`config.mk`:
```
export PLATFORM = sky130hd
export DESIGN_NAME = dcm_clkgen_prog
export DESIGN_NICKNAME = d
export VERILOG_FILES = /design/src/rtl/dcm_clkgen_prog.sv
export SDC_FILE = /design/constraint.sdc
export NUM_CORES = 1
export LEC_CHECK = 0
export BUFFER_PORTS_ARGS = -buffer_cell sky130_fd_sc_hd__buf_2
export CORE_UTILIZATION = 42
export DETAILED_ROUTE_END_ITERATION = 10
export PLACE_DENSITY = 0.64
export SYNTH_ARGS = -nofsm -noshare
export SYNTH_HDL_FRONTEND = slang
export SYNTH_SLANG_ARGS = --single-unit
```
`constraint.sdc`:
```
create_clock -name clk -period 5.07 [get_ports clk]
set_input_delay 0.2535 -clock clk [delete_from_list [all_inputs] [get_ports clk]]
set_output_delay 0.2535 -clock clk [all_outputs]
set_load 0.02 [all_outputs]
```
`src/rtl/dcm_clkgen_prog.sv`:
```
// dcm_clkgen_prog: drives the Spartan-6 DCM_CLKGEN PROG port (PROGEN/PROGDATA)
// to load D-1 and M-1, issue GO and wait for PROGDONE, reporting done/error to
// the register file. All outputs are registered and aligned with the state.
// Optional feature: define DCM_PROG_LOCK_WAIT_EN to also wait for LOCKED after
// PROGDONE before reporting success.
module dcm_clkgen_prog #(
    parameter logic [15:0] TIMEOUT = 16'd65535
) (
    input  logic       clk,
    input  logic       reset_i,
    input  logic       start_i,
    input  logic [7:0] mult_i,
    input  logic [7:0] div_i,
    output logic       prog_en_o,
    output logic       prog_data_o,
    input  logic       prog_done_i,
    input  logic       locked_i,
    output logic       busy_o,
    output logic       done_o,
    output logic       err_o,
    output logic       timeout_o
);

    typedef enum logic [3:0] {
        S_IDLE,
        S_LOADD,
        S_GAP_D,
        S_LOADM,
        S_GAP_M,
        S_GO,
        S_WAIT_DONE,
`ifdef DCM_PROG_LOCK_WAIT_EN
        S_WAIT_LOCK,
`endif
        S_FINISH
    } state_t;

    state_t      state_q, state_d;
    logic [3:0]  bit_q, bit_d;
    logic [15:0] wait_q, wait_d;
    logic [7:0]  mult_q, div_q;
    logic        latch;
    logic        err_q, err_d;
    logic        tmo_q, tmo_d;
    // Holds FINISH one extra cycle on the bad-argument path so done lands two
    // cycles after the accepted start.
    logic        hold_q, hold_d;

    logic        en_d, data_d, busy_d, done_d;
    logic [3:0]  idx;

`ifndef DCM_PROG_LOCK_WAIT_EN
    logic unused_locked;
    assign unused_locked = locked_i;
`endif

    // State, counters, latched arguments and registered outputs
    always_ff @(posedge clk or negedge reset_i) begin
        if (!reset_i) begin
            state_q     <= S_IDLE;
            bit_q       <= 4'd0;
            wait_q      <= 16'd0;
            mult_q      <= 8'd0;
            div_q       <= 8'd0;
            err_q       <= 1'b0;
            tmo_q       <= 1'b0;
            hold_q      <= 1'b0;
            prog_en_o   <= 1'b0;
            prog_data_o <= 1'b0;
            busy_o      <= 1'b0;
            done_o      <= 1'b0;
        end else begin
            state_q     <= state_d;
            bit_q       <= bit_d;
            wait_q      <= wait_d;
            err_q       <= err_d;
            tmo_q       <= tmo_d;
            hold_q      <= hold_d;
            prog_en_o   <= en_d;
            prog_data_o <= data_d;
            busy_o      <= busy_d;
            done_o      <= done_d;
            if (latch) begin
                mult_q <= mult_i;
                div_q  <= div_i;
            end
        end
    end

    assign err_o     = err_q;
    assign timeout_o = tmo_q;

    // Next-state, counter and sticky-flag logic
    always_comb begin
        state_d = state_q;
        bit_d   = bit_q;
        wait_d  = wait_q;
        latch   = 1'b0;
        err_d   = err_q;
        tmo_d   = tmo_q;
        hold_d  = hold_q;
        case (state_q)
            S_IDLE: begin
                if (start_i) begin
                    latch = 1'b1;
                    err_d = 1'b0;
                    tmo_d = 1'b0;
                    bit_d = 4'd0;
                    if (mult_i == 8'd0) begin
                        state_d = S_FINISH;
                        err_d   = 1'b1;
                        hold_d  = 1'b1;
                    end else begin
                        state_d = S_LOADD;
                    end
                end
            end
            S_LOADD: begin
                if (bit_q == 4'd9) begin
                    state_d = S_GAP_D;
                    bit_d   = 4'd0;
                end else begin
                    bit_d = bit_q + 4'd1;
                end
            end
            S_GAP_D: state_d = S_LOADM;
            S_LOADM: begin
                if (bit_q == 4'd9) begin
                    state_d = S_GAP_M;
                    bit_d   = 4'd0;
                end else begin
                    bit_d = bit_q + 4'd1;
                end
            end
            S_GAP_M: state_d = S_GO;
            S_GO: begin
                state_d = S_WAIT_DONE;
                wait_d  = 16'd0;
            end
            S_WAIT_DONE: begin
                // PROGDONE takes priority over a same-cycle timeout.
                if (prog_done_i) begin
`ifdef DCM_PROG_LOCK_WAIT_EN
                    state_d = S_WAIT_LOCK;
                    wait_d  = 16'd0;
`else
                    state_d = S_FINISH;
`endif
                end else if (wait_q == TIMEOUT) begin
                    state_d = S_FINISH;
                    err_d   = 1'b1;
                    tmo_d   = 1'b1;
                end else begin
                    wait_d = wait_q + 16'd1;
                end
            end
`ifdef DCM_PROG_LOCK_WAIT_EN
            S_WAIT_LOCK: begin
                if (locked_i) begin
                    state_d = S_FINISH;
                end else if (wait_q == TIMEOUT) begin
                    state_d = S_FINISH;
                    err_d   = 1'b1;
                    tmo_d   = 1'b1;
                end else begin
                    wait_d = wait_q + 16'd1;
                end
            end
`endif
            S_FINISH: begin
                if (hold_q) hold_d = 1'b0;
                else        state_d = S_IDLE;
            end
            default: state_d = S_IDLE;
        endcase
    end

    // Output decode from the next state so registered outputs line up with it
    always_comb begin
        en_d   = 1'b0;
        data_d = 1'b0;
        idx    = bit_d - 4'd2;
        case (state_d)
            S_LOADD: begin
                en_d = 1'b1;
                if (bit_d == 4'd0)      data_d = 1'b1;
                else if (bit_d == 4'd1) data_d = 1'b0;
                else                    data_d = div_q[idx[2:0]];
            end
            S_LOADM: begin
                en_d = 1'b1;
                if (bit_d <= 4'd1) data_d = 1'b1;
                else               data_d = mult_q[idx[2:0]];
            end
            S_GO:    en_d = 1'b1;
            default: en_d = 1'b0;
        endcase
        busy_d = (state_d != S_IDLE);
        done_d = (state_d == S_FINISH) && !hold_d;
    end

endmodule

```
### Yosys cells after proc, flatten, opt, wreduce, memory -nomap -nowiden

Index checks and enable logic that the tools add are counted.

* register bits after elaboration: 47
* input bits: 21
* word-level logic and storage cells: 82

* equality and inequality tests: 18
* mux-type cells: 35
* $add $sub $neg: 3
* reduce and logical (&&, ||, !) cells: 12
* order comparisons: 2

Operator list (count)
* $mux 16: 2
* $mux 4: 8
* $pmux 16 s2: 1
* $pmux 4 s8: 1
* $eq 4x3->1 const B: 6
* $add 16x1->16 const B: 1
* $eq 16x16->1 const B: 1
* $mux 1: 15
* $eq 4x1->1 const B: 3
* $eq 4x2->1 const B: 3
* $logic_not 4->1: 2
* $logic_not 8->1: 1
* $ne 2x2->1 const B: 4
* $pmux 1 s2: 4
* $pmux 4 s2: 1
* $bmux 1 s3: 2
* $add 4x1->4 const B: 1
* $eq 4x4->1 const B: 1
* $le 4x1->1 const B: 1
* $lt 3x4->1 const B: 1
* $reduce_and 4->1: 1
* $reduce_bool 2->1: 2
* $reduce_bool 4->1: 1
* $mux 3: 1
* other kinds (6): 6

### Logic depth before layout (Yosys ltp)

* word-level depth: 9
* gate-level depth with buffers: 10

### Worst setup path after synthesis

OpenSTA, ideal clock, no wires.

* path kind: register to register
* start: register bit_q[0]
* end: register prog_data_o
* period minus slack after synthesis: 2.137 ns
* stages on the path, launching flop included: 9
* arrival: 2.012 ns
* data required time: 4.945 ns
* slack: 2.933 ns
* path through: dfrtp_1 ha_1 and3b_4 nor2_4 a22oi_4 mux4_2 and3_1 a211oi_2 a21oi_2

* cells in the longest elaborated chain, start to end: 9
* elaborated cells on any way between the ends: 22

RTL lines
* start, declared: line 39 `logic [3:0] bit_q, bit_d;`
* start signal, assigned: line 74 `bit_q <= bit_d;`
* $add 4x1->4 / $eq 4x4->1 (equally long branches)
* $mux 4: line 119, 128
* $pmux 4 s2: line 102 `case (state_q)`
* $sub 3x2->3: line 182 `idx = bit_d - 4'd2;`
* $bmux 1 s3: line 188 `else data_d = div_q[idx[2:0]];`
* $mux 1 (implied by the code): line 188
* $mux 1: line 187 `else if (bit_d == 4'd1) data_d = 1'b0;`
* $mux 1: line 186 `if (bit_d == 4'd0) data_d = 1'b1;`
* $pmux 1 s2 *: line 183 `case (state_d)`
* named net data_d: line 49 `logic en_d, data_d, busy_d, done_d;`
* end signal, assigned: line 80 `prog_data_o <= data_d;`
* end, declared: line 15 `output logic prog_data_o,`

The timed path passes the listed nets; every way through them passes the cells marked *. The select of a mux whose other input is x is not followed.
A chain may end at the register's enable or synchronous reset.

### Worst setup path in the final report

* start: register state_q[1]
* end: register prog_data_o

* cells in the longest elaborated chain, start to end: 9
* elaborated cells on any way between the ends: 31

RTL lines
* start, declared: line 38 `state_t state_q, state_d;`
* start signal, assigned: line 73 `state_q <= state_d;`
* $eq 4x2->1 / $eq 4x1->1 (equally long branches): line 102
* $reduce_or 2->1 (no line)
* $pmux 4 s2: line 102
* $sub 3x2->3: line 182
* $bmux 1 s3: line 188
* $mux 1 (implied by the code): line 188
* $mux 1: line 187
* $mux 1: line 186
* $pmux 1 s2 *: line 183
* named net data_d: line 49

Marked as above.

==> reports/results.ini <==
[timing]
period_share_pct = 49.5
grt_setup_unrepaired = false
fin_ws_ps = 2560
whs_ps = 112
worst_slew_pin_slew_ps = 1020
relSlewSlack_pct = 32.1
fin_tns_setup_ps = 0
timing.fmax_ghz = 0.398
finalSetupViolCount = 0
final_hold_viol_count = 0
period_needed_ps = 2510
finalMaxSlewViolations = 0
final.setup_skew_ps = 5.09

[grt]
gr-total-overflow = 0
grt_pass1_wl_um = 8600
grt_antenna_before_repair = 0
grt_pass1_vias = 1876
grt_max_degree = 48
grt_usage_pct = 17.8

[die]
initial_core_util_pct = 44.8
coreArea_um2 = 5680
die_y_um = 79.8
chipWidth_um = 79.8
dieArea_um2 = 6370
io_pins = 27
num_rows = 27

[clock_tree]
cts.sinks = 47
cts_hold_buf = 0
cts.path.max_buffers = 2
cts-resized-gates = 0
htreeDepth = 2
cts_made_buffers = 5
root_buffer = clkbuf_8
path_clk_slew_ps = 90
post_cts_buffers = 0
clock_latency_ps = 300
cts_tree = done

[power]
pwr_density_cell_nw_per_um2 = 341
peakVddDrop_mv = 0.157
p_leak_nw = 1.33

[run]
cap_violations = 0

[status]
status = completed

[route]
vias = 1873
wire_per_inst_um = 13.7
via_per_inst = 5.29
drc = 0
ant_nets = 0
wl_um = 4850
dr.pass1.iters = 4
drtIter0Drc = 124

[worst_setup_path]
cp_data_required_time_ps = 5310
path_class = register to register
critPathLaunchType = register
cp_max_fo = 18
endpoint_kind = register
arrival_ps = 2740

[yosys]
yosysTopAreaCell = dfrtp_1
yosysSeqAreaShare_pct = 46.3
synth-seq-cells = 47
yosysTopAreaCellShare_pct = 46.3
avgSynthCellArea_um2 = 9.81
synth_edf_count = 0
synthArstFlopShare_pct = 100
yosys_warnings = 0
netlist_instances = 259
ys_types = 56
synthTopCellsByArea = dfrtp_1 (46%), nand2_1 (9.0%), mux2i_1 (2.8%)
syn_area_um2 = 2540
syn_nets = 283
yosysMostFrequentCell = nand2_1
synth-main-ff-cell = dfrtp_1
synth_top_cells_by_count = nand2_1 (61), dfrtp_1 (47), nor2_1 (15), o21ai_0 (12), a21oi_1 (11)

[cells_and_area]
fillers = 542
drive_gt1_share_pct = 20.9
seqCellArea_um2 = 1180
nNetsFinal = 305
multiInputGateArea_um2 = 1250
antennaDiodeCount = 0
area_delta_synth_final_pct = 9.85

[place]
dp_hpwl_um = 3410
gp_congestion = 0.780
io_buffers = 25
dp_slack_ps = 2590

[min_path]
hold_class = input pin to async pin

==> report_power, final <==
group,internal (mW),switching [mW],leakage (nW),total (mW)
clock,0.160,0.127,0.0612,0.287
sequential,0.421,0.0366,0.612,0.458
combinational,0.0901,0.119,0.658,0.209
total,0.671,0.282,1.33,0.953
==> registers in the layout (all words and copies together) (netlist names), 4 cells and up <==
register  flops
div_q         8
mult_q        8
bit_q         4
wait_q       16
state_q       4
==> layout by cell type (no fill, tap or decap), drive strengths merged, types with 7 or more instances in the layout <==
cell and n:
o21ai 17, nand2 62, xor2 8, buf 25
inv 9, nor3 8, a21oi 12, mux2i 8
nand4 7, nor2 19, dfrtp 47
==> kinds of logic (layout without fill, tap and decap cells) <==
kind of cell    Yosys count  in the layout  share of synthesized area [%]
other cells               1              1                          0.148
mux                      10             10                           4.63
fa+ha+maj                 3              3                           1.48
buf+inv                  19             42                           4.68
flops                    47             47                           46.3
simple gates            124            124                           26.4
compound gates           46             46                           13.3
xor+xnor                  9              9                           3.10
==> area by class of cell <==
class	count	area share, %
Timing Repair Buffer	25	4.48
Clock inverter	2	1.26
Multi-Input combinational cell	193	44.6
Inverter	9	1.30
Clock buffer	6	2.96
Tap cell	72	3.23
Sequential cell	47	42.1
==> critical path: stages, from the launching register on <==
cell and delay [ps]:
dfrtp_1 570, nor2_1 230, nand3_2 350, o22ai_1 340, a311o_1 420, nor4_1 100
a211o_1 320, a21oi_2 120
==> final timing paths <==
check                      slack (ps)                   from  cells after the start               endpoint
max                              2560   state_q[1]$_DFF_PN0_                      7  prog_data_o$_DFF_PN0_
min                               110                reset_i                      1   div_q[7]$_DFFE_PN0P_
max reg2reg                      2560   state_q[1]$_DFF_PN0_                      7  prog_data_o$_DFF_PN0_
min reg2reg                       480  mult_q[2]$_DFFE_PN0P_                      2  mult_q[2]$_DFFE_PN0P_
max in group asynchronous        4320                reset_i                      1  timeout_o$_DFFE_PN0P_
min in group clk                  130               div_i[7]                      3   div_q[7]$_DFFE_PN0P_
==> per-stage QoR <==
stage	cells	utilization [%]	power [mW]	instance area [um^2]
after floorplan	259	-	0.621	2540
after global placement	346	47.1	0.669	2670
after detailed placement	346	47.1	0.676	2670
after CTS	354	49.2	0.963	2790
after global routing	354	49.2	1.01	2790
final	354	49.2	0.953	2790
==> per-layer routing <==
layer,vias up,global-route usage [%],wire [um]
met5,-,0,0
met4,0,6.43,76
li1,943,-,-
met3,7,3.54,124
met1,900,23.4,2400
met2,23,29.1,2250
(Power assumes the default switching activity.)
